## config.mk

```make
export PLATFORM = sky130hd
export DESIGN_NAME = hazard_ctrl
export DESIGN_NICKNAME = d
export VERILOG_FILES = /design/src/rtl/hazard_ctrl_pkg.sv /design/src/rtl/hazard_ctrl_mdu_busy_tracker.sv /design/src/rtl/hazard_ctrl.sv
export SDC_FILE = /design/constraint.sdc
export NUM_CORES = 1
export LEC_CHECK = 0
export BUFFER_PORTS_ARGS = -buffer_cell sky130_fd_sc_hd__buf_2
export CAP_MARGIN = 5
export CORE_MARGIN = 4
export CORE_UTILIZATION = 52
export DETAILED_ROUTE_END_ITERATION = 16
export PLACE_DENSITY = 0.94
export SYNTH_ARGS = -nofsm -noshare
export SYNTH_HDL_FRONTEND = slang
export SYNTH_HIERARCHICAL = 1
export SYNTH_SLANG_ARGS = --single-unit
```

## constraint.sdc

```tcl
create_clock -name clk -period 4.2 [get_ports clk]
set_clock_uncertainty 0.1 [all_clocks]
set_input_delay 0.42 -clock clk [delete_from_list [all_inputs] [get_ports clk]]
set_output_delay 0.42 -clock clk [all_outputs]
set_load 0.01 [all_outputs]
```

## src/rtl/hazard_ctrl_pkg.sv

```systemverilog
// Shared definitions for the pipeline hazard controller: MDU tracker state
// encoding, the hard-wired zero register index and the default MDU latency.
package hazard_ctrl_pkg;

    typedef enum logic {
        IDLE = 1'b0,
        BUSY = 1'b1
    } mdu_state_e;

    localparam logic [4:0] REG_ZERO    = 5'd0;
    localparam int         MDU_LAT_DEF = 4;

endpackage : hazard_ctrl_pkg

```

## src/rtl/hazard_ctrl_mdu_busy_tracker.sv

```systemverilog
// Tracks an in-flight mult/div. A start pulse moves the tracker to BUSY for
// exactly MDU_LAT cycles. The busy output is the registered FSM state, so it
// also serves as the state observation point.
module mdu_busy_tracker
    import hazard_ctrl_pkg::*;
#(
    parameter int MDU_LAT = MDU_LAT_DEF,
    parameter int CNT_W   = 3
) (
    input  logic clk,
    input  logic rst,
    input  logic start,
    output logic busy
);

    mdu_state_e        state_q, state_d;
    logic [CNT_W-1:0]  cnt_q,   cnt_d;

    // Next-state and counter logic: load MDU_LAT-1 on issue, count down to zero.
    always_comb begin
        state_d = state_q;
        cnt_d   = cnt_q;
        case (state_q)
            IDLE: begin
                if (start) begin
                    state_d = BUSY;
                    cnt_d   = CNT_W'(MDU_LAT - 1);
                end
            end
            BUSY: begin
                if (cnt_q == '0) begin
                    state_d = IDLE;
                end else begin
                    cnt_d = cnt_q - CNT_W'(1);
                end
            end
            default: begin
                state_d = IDLE;
                cnt_d   = '0;
            end
        endcase
    end

    // State and counter registers; reset aborts any operation in flight.
    always_ff @(posedge clk or negedge rst) begin
        if (!rst) begin
            state_q <= IDLE;
            cnt_q   <= '0;
        end else begin
            state_q <= state_d;
            cnt_q   <= cnt_d;
        end
    end

    assign busy = (state_q == BUSY);

endmodule : mdu_busy_tracker

```

## src/rtl/hazard_ctrl.sv

```systemverilog
// Stall/flush controller on the ID side of the 5-stage pipeline. Detects
// load-use and HI/LO-while-MDU-busy hazards, freezes PC and IF/ID, injects a
// bubble into ID/EX, and flushes IF/ID and ID/EX on a taken branch in EX.
module hazard_ctrl
    import hazard_ctrl_pkg::*;
#(
    parameter int MDU_LAT = MDU_LAT_DEF,
    parameter int CNT_W   = 3,
    parameter int PERF_W  = 16
) (
    input  logic              clk,
    input  logic              rst,
    input  logic [4:0]        ID_Rs,
    input  logic [4:0]        ID_Rt,
    input  logic              ID_use_rs,
    input  logic              ID_use_rt,
    input  logic              ID_mdu_start,
    input  logic              ID_hilo_read,
    input  logic              EX_MemRead,
    input  logic [4:0]        EX_WR_out,
    input  logic              EX_branch_taken,
    output logic              PC_write,
    output logic              IF_ID_write,
    output logic              IF_ID_flush,
    output logic              ID_EX_flush,
    output logic              mdu_busy,
    output logic [PERF_W-1:0] stall_cnt
);

    logic              load_use;
    logic              mdu_hz;
    logic              stall;
    logic              mdu_issue;
    logic [PERF_W-1:0] stall_cnt_q, stall_cnt_d;

    // Hazard decode. A load into $0 never creates a dependency, and a taken
    // branch squashes the ID instruction so its hazard is irrelevant.
    always_comb begin
        load_use = EX_MemRead && (EX_WR_out != REG_ZERO) &&
                   ((ID_use_rs && (ID_Rs == EX_WR_out)) ||
                    (ID_use_rt && (ID_Rt == EX_WR_out)));
        mdu_hz   = mdu_busy && (ID_hilo_read || ID_mdu_start);
        stall    = (load_use || mdu_hz) && !EX_branch_taken;
        // Only a mult/div that actually leaves ID starts the MDU.
        mdu_issue = ID_mdu_start && !stall && !EX_branch_taken;
    end

    // Pipeline control outputs; the branch flush wins over any stall.
    always_comb begin
        PC_write    = !stall;
        IF_ID_write = !stall;
        IF_ID_flush = EX_branch_taken;
        ID_EX_flush = stall || EX_branch_taken;
    end

    mdu_busy_tracker #(
        .MDU_LAT (MDU_LAT),
        .CNT_W   (CNT_W)
    ) u_mdu_busy_tracker (
        .clk   (clk),
        .rst   (rst),
        .start (mdu_issue),
        .busy  (mdu_busy)
    );

    // Saturating stall-cycle counter; flush-only cycles are not stalls.
    always_comb begin
        stall_cnt_d = stall_cnt_q;
        if (stall && (stall_cnt_q != {PERF_W{1'b1}})) begin
            stall_cnt_d = stall_cnt_q + PERF_W'(1);
        end
    end

    // Stall counter register.
    always_ff @(posedge clk or negedge rst) begin
        if (!rst) begin
            stall_cnt_q <= '0;
        end else begin
            stall_cnt_q <= stall_cnt_d;
        end
    end

    assign stall_cnt = stall_cnt_q;

endmodule : hazard_ctrl

```

* Word-level counts from Yosys, hierarchy flattened *
Cells that the tools add are included.

storage, ports and cells
  logic and storage cells = 35
  register bits = 20

operators by class
  muxes and demuxes = 6
  $add $sub $neg = 2
  equality and inequality tests = 5
  bitwise operators = 1
  reduce and logical (&&, ||, !) cells = 18

operators with widths
  operator                                                             count
  16-bit by 1-bit adder with 16-bit output (second input constant)     1
  16-bit inequality test (second input constant)                       1
  5-bit == test                                                        2
  1-bit logical AND                                                    9
  3-bit 2-to-1 mux                                                     2
  3-bit one-hot mux with 2 select lines                                1
  5-bit nonzero test                                                   1
  1-bit logical OR                                                     4
  2-bit inequality test (second input constant)                        2
  3-bit logical NOT                                                    1
  3-bit by 1-bit subtractor with 3-bit output (second input constant)  1
  1-bit logical NOT                                                    2
  1-bit 2-to-1 mux                                                     2
  1-bit one-hot mux with 2 select lines                                1
  2-bit AND reduction                                                  1
  1-bit inverter                                                       1

* Depth between registers and ports, before layout *
Gate-level depths: netlist of the first run.

  depth in word-level cells = 11
  mapped depth = 8

* Cells and area by module *
Netlist of the first run, hierarchy kept.

by module, submodules not included
  module            instances  area an instance (um^2)  seq. area each (um^2)  cells an instance
  hazard_ctrl       1          998.5                    400.4                  95
  mdu_busy_tracker  1          207.7                    100.1                  20

* Worst setup path after synthesis of the first run *
No wires, ideal clock.

  path type = input-to-output
  from = in EX_WR_out[1]
  to = out PC_write
  data required time = 3.680 ns
  path buffers = 2
  cell stages on the path = 6
  path slack = 2.000 ns
  data arrival time = 1.680 ns
  cell sequence = or4_1 o21ai_0 o21ai_2 buf_4 nand2b_1 buf_4

between the ends
  word-level cells in the longest chain between the ends = 7
  elaborated cells between the ends (all ways) = 11

RTL lines
  item                                         line                                  source
  from (decl)                                  hazard_ctrl.sv:20                     input logic [4:0] EX_WR_out,
  5-bit == test, on equally long branches      hazard_ctrl.sv:40, hazard_ctrl.sv:41
  1-bit logical AND, on equally long branches  hazard_ctrl.sv:40, hazard_ctrl.sv:41
  1-bit logical OR                             hazard_ctrl.sv:40                     ((ID_use_rs && (ID_Rs == EX_WR_out)) ||
  1-bit logical AND *                          hazard_ctrl.sv:39                     load_use = EX_MemRead && (EX_WR_out != REG_ZERO) &&
  1-bit logical OR *                           hazard_ctrl.sv:43                     stall = (load_use || mdu_hz) && !EX_branch_taken;
  1-bit logical AND *                          hazard_ctrl.sv:43
  1-bit logical NOT *                          n/a
  to (decl)                                    hazard_ctrl.sv:22                     output logic PC_write,

Mark *: on every way between the ends. The rest lies on a longest branch, timed or not.

* Worst setup path after layout of the first run *
  from = in EX_WR_out[3]
  to = out ID_EX_flush

between the ends
  word-level cells in the longest chain between the ends = 7
  elaborated cells between the ends (all ways) = 11

RTL lines
  item                                         line                                  source
  5-bit == test, on equally long branches      hazard_ctrl.sv:40, hazard_ctrl.sv:41
  1-bit logical AND, on equally long branches  hazard_ctrl.sv:40, hazard_ctrl.sv:41
  1-bit logical OR                             hazard_ctrl.sv:40
  1-bit logical AND *                          hazard_ctrl.sv:39
  1-bit logical OR *                           hazard_ctrl.sv:43
  1-bit logical AND *                          hazard_ctrl.sv:43
  1-bit logical OR *                           hazard_ctrl.sv:53                     ID_EX_flush = stall || EX_branch_taken;
  to (decl)                                    hazard_ctrl.sv:25                     output logic ID_EX_flush,

Marked as above.

==> run summary, run 1 <==
pwr/cell area: 462.5 mW/mm^2
Hold Path Sink: stall_cnt[6]$_DFFE_PN0P_
CTS-repair resized insts: 0
status: finished clean
CP required: 3.68 ns
post-synthesis cell area: 0.001206 sq mm
grt total ovfl: 0
Static Leak: 0.7471 nW
root buffer cell: clkbuf_4
vias in the first global route: 1027
Least-Margin Pin Slew: 0.6145 ns
Synth Warn #: 6
Initial Utilization: 54.52%
area grow syn2layout: 23.65%
DRT iter0 DRCs: 20
RR Startpoint: stall_cnt[0]$_DFFE_PN0P_
element type at the critical path end: output pin
Ant. Diodes: 0
Via density: 5.401
DP HPWL: 2121 microns
via count: 1010
hold buffers post-CTS: 1
sequential-to-total area share from yosys stat: 41.49%
Int Pwr: 450.4 uW
ANT nets after route: 0
DIE HEIGHT: 56.16 microns
count of different cell masters after synthesis: 35
sw frac: 34.71%
Clk pin slew, worst setup/hold paths: 0.12 ns
Top Ports: 44
Avg Cell Area, Syn: 10.49 sq um
fillers: 176
Port Buffers: 43
Synthesized Nets: 141
Core Region: 0.002212 sq mm
HP Class: reg -> reg
DRT Pass-1 Iters: 4
sequential fraction of design power: 40.1%
Fin. Hold Viols: 0
CTS tree: yes
final non-filler cell total: 187
CTS buffer count: 3
first-pass GRT wire length: 4360 microns
max-slew violations: 0
unrepaired setup endpoints after global routing: false
Max VDD drop: 0.0003465 V
max-cap viol count: 0
die area: 0.003154 sq mm
Finished Core Util: 67.42%
Wirelength per Cell: 14.58 microns
crit path DAT: 2.07 ns
Clock Power Share: 23.2%
Detailed Route WL: 2726 microns
routability cong.: 0.7886
CP Max Fanout: 17
Net Sw Power: 239.4 uW
DR DRC count: 0
Post-CTS Setup Bufs: 0
final setup fails: 0
nets@finish: 186
row cnt: 17
setup slack, reg-to-reg: 1.96 ns
Tot GR Track Use: 17.37%
CTS max path bufs: 2
antenna violations before repair: 0
CP Launch Type: input pin
share of cells above drive strength 1: 37.74%
H-tree lvl count: 1
hold path depth: 1
tightest hold margin: 0.4056 ns
Tcrit/Tclk final: 61.63%
number of cells after detailed placement: 182
synthesis-stage register bit count: 20
combinational fraction of design power: 36.7%
fmax: 386.3 MHz
Skew-Pair Late Insertion Delay: 0.31 ns
total negative slack: 0 ns
largest net degree at the start of global routing: 21
WS Path Type: in -> out
reg2reg path depth: 7
Rel. slew slack: 59.03%
post-synthesis cell count: 115
R2R Path End: stall_cnt[1]$_DFFE_PN0P_
clock sinks: 20
Final min period: 2.588 ns
Die Wd: 56.16 microns
min-delay src: stall_cnt[6]$_DFFE_PN0P_
-- synthesized netlist by cell type --
master,n,area share [%]
nor3_1,3,1.2
nand2_1,7,2.2
and3_4,1,0.93
or4_1,1,0.62
a21oi_1,2,0.83
o21ai_2,1,0.73
nor2_1,3,0.93
a21oi_2,1,0.73
inv_1,8,2.5
xor2_1,12,8.7
nand2b_1,1,0.52
nand3b_1,1,0.62
nor4b_4,1,2.0
dfrtp_1,20,41
xnor2_1,13,9.4
and3_2,2,1.2
nor4b_2,2,2.5
ha_1,3,3.1
mux2i_1,1,0.83
a22o_1,1,0.73
buf_2,1,0.41
and3_1,1,0.52
nor4_1,2,1.0
or2_2,1,0.52
mux2_2,1,0.93
nor2b_4,2,2.3
and2_0,1,0.52
a32oi_1,1,0.73
or3_4,1,0.93
nand3_1,6,2.5
buf_4,3,1.9
nand4_1,6,3.1
nor4b_1,1,0.73
o21ai_0,2,0.83
nor3b_1,2,1.2
-- power by group through the flow --
stage	clock network [mW]	registers, mW	logic (mW)
6_report	0.160	0.277	0.253
5_1_grt	0.170	0.283	0.284
4_1_cts	0.162	0.277	0.255
3_5_place_dp	0	0.280	0.253
3_3_place_gp	0	0.276	0.238
2_1_floorplan	0	0.287	0.165
-- how the worst max path moves through the flow --
| stage | slack (ns) | end | from |
|---|---|---|---|
| floorplan | 2.00 | PC_write | EX_WR_out[1] |
| global placement | 1.71 | ID_EX_flush | EX_WR_out[1] |
| detailed placement | 1.64 | ID_EX_flush | EX_WR_out[3] |
| CTS | 1.65 | ID_EX_flush | EX_WR_out[3] |
| global route | 1.48 | ID_EX_flush | EX_WR_out[3] |
| finish | 1.61 | ID_EX_flush | EX_WR_out[3] |
-- cell usage in the layout (no fill, tap or decap) --
cell type      count
or2_2              1
and3_4             1
nor2b_4            2
and2_0             1
nand2b_1           1
xnor2_1           13
inv_1              8
and3_2             2
bufinv_16          1
xor2_1            12
and3_1             1
a21oi_2            1
clkbuf_4           3
nand4_1            6
nand3b_1           1
nor3_1             3
a32oi_1            1
o21ai_0            2
nor2_1             3
nor4b_2            2
dfrtp_1           20
mux2i_1            1
nand3_1            6
dlygate4sd3_1      1
nand2_1            7
or3_4              1
buf_2             43
ha_1               3
o21ai_2            1
nor4_1             2
mux2_2             1
nor4b_4            1
a21oi_1            2
nor4b_1            1
nor3b_1            2
or4_1              1
a22o_1             1
-- metal layers --
layer	track usage, %	share of wire (%)	vias to the layer above
met5	0	0	-
met2	32.55	53	27
met3	3.480	5.1	9
li1	-	-	483
met1	18.21	39	491
met4	8.136	2.2	0
-- logic make-up after synthesis --
group / synth area share, %
AO/OA/AOI/OAI: 4.565
XOR/XNOR: 18.15
adder cells (fa/ha/maj): 3.112
buffers and inverters: 4.771
flip-flops: 41.49
multiplexers: 1.763
AND/OR/NAND/NOR: 26.14
-- metrics by stage --
stage	power (mW)	worst slack, ns	area (sq um)
3_3_place_gp	0.5145	1.713	1429
2_1_floorplan	0.4512	2.000	1206
3_5_place_dp	0.5337	1.636	1429
6_report	0.6898	1.612	1491
5_1_grt	0.7372	1.477	1491
4_1_cts	0.6940	1.646	1491
-- critical path, stage by stage --
cell and delay [ns]:
buf_2 0.13, xor2_1 0.16, nor4_1 0.31, a32oi_1 0.17, o21ai_2 0.51, or2_2 0.23, buf_2 0.13
-- cell type report --
type,instances,area (sq um),share of cell area (%)
Clock buffer,3,22.52,1.510
Clock inverter,1,30.03,2.013
Inverter,8,30.03,2.013
Multi-Input combinational cell,83,648.1,43.46
Sequential cell,20,500.5,33.56
Tap cell,28,35.03,2.349
Timing Repair Buffer,44,225.2,15.10
-- sequential cells by signal, indices dropped and copies added, names as in the netlist --
register,cells
u_mdu_busy_tracker/cnt_q,3
u_mdu_busy_tracker/busy,1
stall_cnt,16
Power figures use the tool's default switching activity.
==> run 2, diff against run 1 <==
Settings changed: CORE_UTILIZATION 52 to 44, PLACE_DENSITY 0.94 to 0.86.
Clock period 4.2 ns to 2.2 ns, I/O delays scaled along.
==> run 2 against run 1 <==
Die area grew 15%. Utilization shrank 6.9 points. Sequential power grew 92%. Non-clock buffer count grew 4. Via count shrank 1.4%.
==> run summary, run 2 (synthesis gave the netlist of run 1 again) <==
status: finished clean
crit-path max cell delay: 0.45 ns
WS Path Type: reg -> reg
root buffer cell: clkbuf_4
Final min period: 2.152 ns
routability cong.: 0.8403
nets@finish: 190
Initial Utilization: 47.39%
max-slew violations: 0
clock sinks: 20
CTS tree: yes
first-pass GRT wire length: 4512 microns
setup ws final: 0.04773 ns
Via density: 5.161
fillers: 224
hold path depth: 5
crit-path cells: ha_1 -> and3_4 -> nor2b_4 -> nor3b_1 -> or3_4 -> nor4b_2 -> xor2_1
element type at the critical path end: flip-flop
Core Region: 0.002545 sq mm
pwr/cell area: 885.9 mW/mm^2
CP Max Fanout: 5
CP required: 2.33 ns
Max VDD drop: 0.0007712 V
unrepaired setup endpoints after global routing: true
Static Leak: 0.7744 nW
via count: 996
largest net degree at the start of global routing: 21
Tcrit/Tclk final: 97.83%
Fin. Hold Viols: 0
Least-Margin Pin Slew: 0.4265 ns
area grow syn2layout: 27.70%
RR Startpoint: stall_cnt[0]$_DFFE_PN0P_
min-delay src: ID_mdu_start
Wirelength per Cell: 13.91 microns
total negative slack: 0 ns
Tot Pwr: 1.365 mW
DR DRC count: 0
H-tree lvl count: 1
area of the multi-input gates: 661.9 sq um
Port Buffers: 43
commonest cells after routing, fill and taps aside: buf_2, dfrtp_1, xnor2_1
Die Wd: 60.36 microns
commonest non-fill, non-tap cell in the layout: buf_2
Rel. slew slack: 71.57%
Detailed Route WL: 2684 microns
CTS max path bufs: 2
Skew-Pair Late Insertion Delay: 0.30 ns
CP max-delay cell: dfrtp_2
DP HPWL: 2077 microns
ANT nets after route: 0
row cnt: 18
FF/Latch Area: 503.0 sq um
share of cells above drive strength 1: 41.10%
HP Class: in -> reg
max-cap viol count: 0
Tot GR Track Use: 16.63%
CTS buffer count: 3
worst setup path start: stall_cnt[0]$_DFFE_PN0P_
max FFs per register: 16
reg2reg path depth: 7
final setup fails: 0
antenna violations before repair: 0
Clk pin slew, worst setup/hold paths: 0.11 ns
Place WS: 0.05254 ns
vias in the first global route: 1057
DRT Pass-1 Iters: 4
DIE HEIGHT: 60.36 microns
die area: 0.003643 sq mm
grt total ovfl: 0
Ant. Diodes: 0
Finished Core Util: 60.52%
tightest hold margin: 0.2670 ns
Top Ports: 44
fmax: 464.6 MHz
CP Launch Type: flip-flop
DRT iter0 DRCs: 14
crit path DAT: 2.29 ns
-- run 2: what timing repair did --
| action | 4_1_cts | 5_1_grt |
|---|---|---|
| setup endpoints to repair | 0 | 5 |
| endpoints found under the hold margin | 20 | 0 |
| setup buffers | 0 | 2 |
| gates resized for setup | 0 | 4 |
| hold buffers | 1 | 0 |
-- run 2: worst paths after layout --
path                                                     endpoint  slack [ns]
worst max-delay path                     stall_cnt[9]$_DFFE_PN0P_        0.05
worst min-delay path            u_mdu_busy_tracker/busy$_DFF_PN0_        0.27
worst max register to register           stall_cnt[9]$_DFFE_PN0P_        0.05
worst min register to register           stall_cnt[6]$_DFFE_PN0P_        0.41
max in group asynchronous                stall_cnt[1]$_DFFE_PN0P_        1.40
min in group asynchronous                stall_cnt[7]$_DFFE_PN0P_        0.28
-- run 2: per-layer routing --
| layer | vias to the layer above | global-route usage [%] | wire [microns] |
|---|---|---|---|
| li1 | 490 | - | - |
| met1 | 473 | 21.07 | 1105 |
| met2 | 29 | 27.62 | 1358 |
| met3 | 4 | 4.255 | 183 |
| met4 | 0 | 5.696 | 36 |
| met5 | - | 0 | 0 |
-- run 2: metrics by stage --
stage,cell area (sq um),std cells
floorplan,1206,115
global placement,1446,186
detailed placement,1446,186
CTS,1509,191
global route,1540,193
finish,1540,193
-- run 2: worst max-delay path: cells and delay by family, from the launching register on --
kind / cells / cell delay, ns
flops: 1 / 0.45
simple gates: 5 / 1.13
xor+xnor: 1 / 0.17
fa+ha+maj: 1 / 0.23
-- run 2: final cells by class --
| cell class | count | area share, % |
|---|---|---|
| multi-input combinational | 83 | 42.97 |
| clock buffer | 3 | 1.462 |
| tap | 30 | 2.437 |
| sequential | 20 | 32.66 |
| timing repair buffer | 48 | 16.57 |
| clock inverter | 1 | 1.950 |
| inverter | 8 | 1.950 |
-- run 2: where the power goes --
group          leakage, nW  switching, mW  internal [mW]
logic                0.486          0.268          0.266
clock network       0.0279          0.114          0.184
registers            0.260         0.0814          0.451
==> run 3, diff against run 2 <==
Settings changed: CORE_UTILIZATION 44 to 40, PLACE_DENSITY 0.86 to 0.81, SYNTH_HIERARCHICAL 1 to not set.
==> run 3 against run 2 <==
Die area up 6.2%. Maximum frequency up 4.2%. Wire length up 2.4%. Largest power group unchanged.
==> run summary, run 3 <==
routability cong.: 0.8108
DR DRC count: 0
CTS buffer count: 3
fmax: 484.2 MHz
WP buf/inv: 2
CP Launch Type: flip-flop
Skew-Pair Late Insertion Delay: 0.29 ns
Detailed Route WL: 2748 microns
Synthesized Nets: 143
ys flop type: dfrtp_1
main combinational cell family by area after synthesis: simple AND/OR/NAND/NOR gates
crit-path cells: and3_1 -> and4_1 -> a311oi_1 -> buf_4 -> a31oi_4 -> buf_12 -> nor4_1 -> xor2_1
H-tree lvl count: 1
CP required: 2.32 ns
Synth Area in Compound Gates: 7.029%
post-synthesis adder-cell area fraction: 3.195%
DRT iter0 DRCs: 15
xor/xnor share of the synthesized area: 17.15%
commonest non-fill, non-tap cell in the layout: buf_2
Least-Margin Pin Slew: 0.4482 ns
Core Region: 0.002781 sq mm
post-synthesis cell count: 117
total negative slack: 0 ns
clock sinks: 20
Top Ports: 44
DRT Pass-1 Iters: 4
root buffer cell: clkbuf_4
nets@finish: 204
commonest cells after routing, fill and taps aside: buf_2, dfrtp_1, buf_4
largest net degree at the start of global routing: 21
status: finished clean
Via density: 5.024
Max VDD drop: 0.0007478 V
DP HPWL: 2185 microns
FF/Latch Area: 500.5 sq um
via count: 1040
Die Wd: 62.20 microns
count of different cell masters after synthesis: 35
Rel. slew slack: 70.12%
Initial Utilization: 42.24%
CTS tree: yes
sequential-to-total area share from yosys stat: 42.60%
CP Max Fanout: 14
max-cap viol count: 0
Port Buffers: 43
mux cell area share after synthesis: 3.621%
cell accounting for the most synthesized area: dfrtp_1
pwr/cell area: 786.5 mW/mm^2
vias in the first global route: 1063
crit-path max cell delay: 0.39 ns
WS Path Type: reg -> reg
crit path DAT: 2.19 ns
most instantiated library cell after synthesis: dfrtp_1
Fin. Hold Viols: 0
row cnt: 19
Tcrit/Tclk final: 93.88%
ANT nets after route: 0
Post-synth EDFFs: 0
final setup fails: 0
Tot GR Track Use: 14.64%
area grow syn2layout: 32.80%
fillers: 252
die area: 0.003868 sq mm
Final min period: 2.065 ns
Async S/R FF share, synth: 100.0%
first-pass GRT wire length: 4726 microns
Avg Cell Area, Syn: 10.04 sq um
post-synthesis cell area: 0.001175 sq mm
CTS max path bufs: 2
Static Leak: 0.8284 nW
antenna violations before repair: 0
synthesis-stage register bit count: 20
Synth Warn #: 0
top cells by count, synth: dfrtp_1, xor2_1, xnor2_1
Area contributors post-synth: dfrtp_1, xor2_1, xnor2_1
Synth top area share: 42.60%
Wirelength per Cell: 13.28 microns
max-slew violations: 0
HP Class: in -> reg
grt total ovfl: 0
CP max-delay cell: dfrtp_1
Clk pin slew, worst setup/hold paths: 0.11 ns
unrepaired setup endpoints after global routing: false
max FFs per register: 16
Ant. Diodes: 0
CP delay by family, top: simple AND/OR/NAND/NOR gates
Simple-Gate Fraction of Synth Area: 21.62%
area of the multi-input gates: 618.1 sq um
share of cells above drive strength 1: 38.07%
Tot Pwr: 1.227 mW
DIE HEIGHT: 62.20 microns
element type at the critical path end: flip-flop
## run 3: final cells by class
class / instances / area share, %
repair buffers: 59 / 22.45
well taps: 31 / 2.486
multi-input cells: 86 / 39.61
clock buffers: 3 / 1.443
inverters: 8 / 1.925
flip-flops and latches: 20 / 32.08
## run 3: tightest hold or removal path, cell delays in order
cell and delay [ns]:
buf_2 0.18, nor3_1 0.09, mux2i_1 0.11
## run 3: layer usage
metal	vias to the layer above	part of all wire [%]	wire length (microns)	track usage (%)
li1	514	-	-	-
met1	486	44	1208	19.84
met2	38	47	1301	21.63
met3	2	8.1	222	4.324
met4	0	0.51	14	5.962
met5	-	0	0	0
## run 3: what timing repair did
action	4_1_cts	5_1_grt
setup buffers	0	0
hold buffers	1	0
endpoints found under the hold margin	20	0
gates resized for setup	0	0
## run 3: worst paths after layout
path	start	end	slack (ns)	cells after the start
max	stall_cnt[4]$_DFFE_PN0P_	stall_cnt[11]$_DFFE_PN0P_	0.13	8
max in group asynchronous	rst	stall_cnt[8]$_DFFE_PN0P_	1.40	2
min reg2reg	stall_cnt[11]$_DFFE_PN0P_	stall_cnt[11]$_DFFE_PN0P_	0.42	1
min	EX_branch_taken	stall_cnt[12]$_DFFE_PN0P_	0.24	3
min in group asynchronous	rst	stall_cnt[3]$_DFFE_PN0P_	0.28	2
max reg2reg	stall_cnt[4]$_DFFE_PN0P_	stall_cnt[11]$_DFFE_PN0P_	0.13	8
## run 3: logic make-up after synthesis
group | Yosys count
AND/OR/NAND/NOR | 46
XOR/XNOR | 23
flip-flops | 20
buffers and inverters | 11
AO/OA/AOI/OAI | 10
multiplexers | 4
adder cells (fa/ha/maj) | 3
## run 3: report_power, final
part | internal [mW] | switching [mW] | leakage [nW]
combinational | 0.272 | 0.283 | 0.559
sequential | 0.453 | 0.0489 | 0.256
clock | 0.0637 | 0.107 | 0.0138
total | 0.789 | 0.438 | 0.828
## run 3: through the flow
step / cell area, sq um / hold WS [ns] / utilization [%] / cells / setup slack [ns]
6_report: 1560 / 0.2376 / 56.10 / 207 / 0.1346
5_1_grt: 1560 / 0.2400 / 56.10 / 207 / 0.004125
4_1_cts: 1560 / 0.2338 / 56.10 / 207 / 0.1298
3_5_place_dp: 1528 / 0.08986 / 54.93 / 203 / 0.08623
3_3_place_gp: 1528 / 0.08203 / 54.93 / 203 / 0.1123
2_1_floorplan: 1175 / -0.1756 / - / 117 / 0.1294
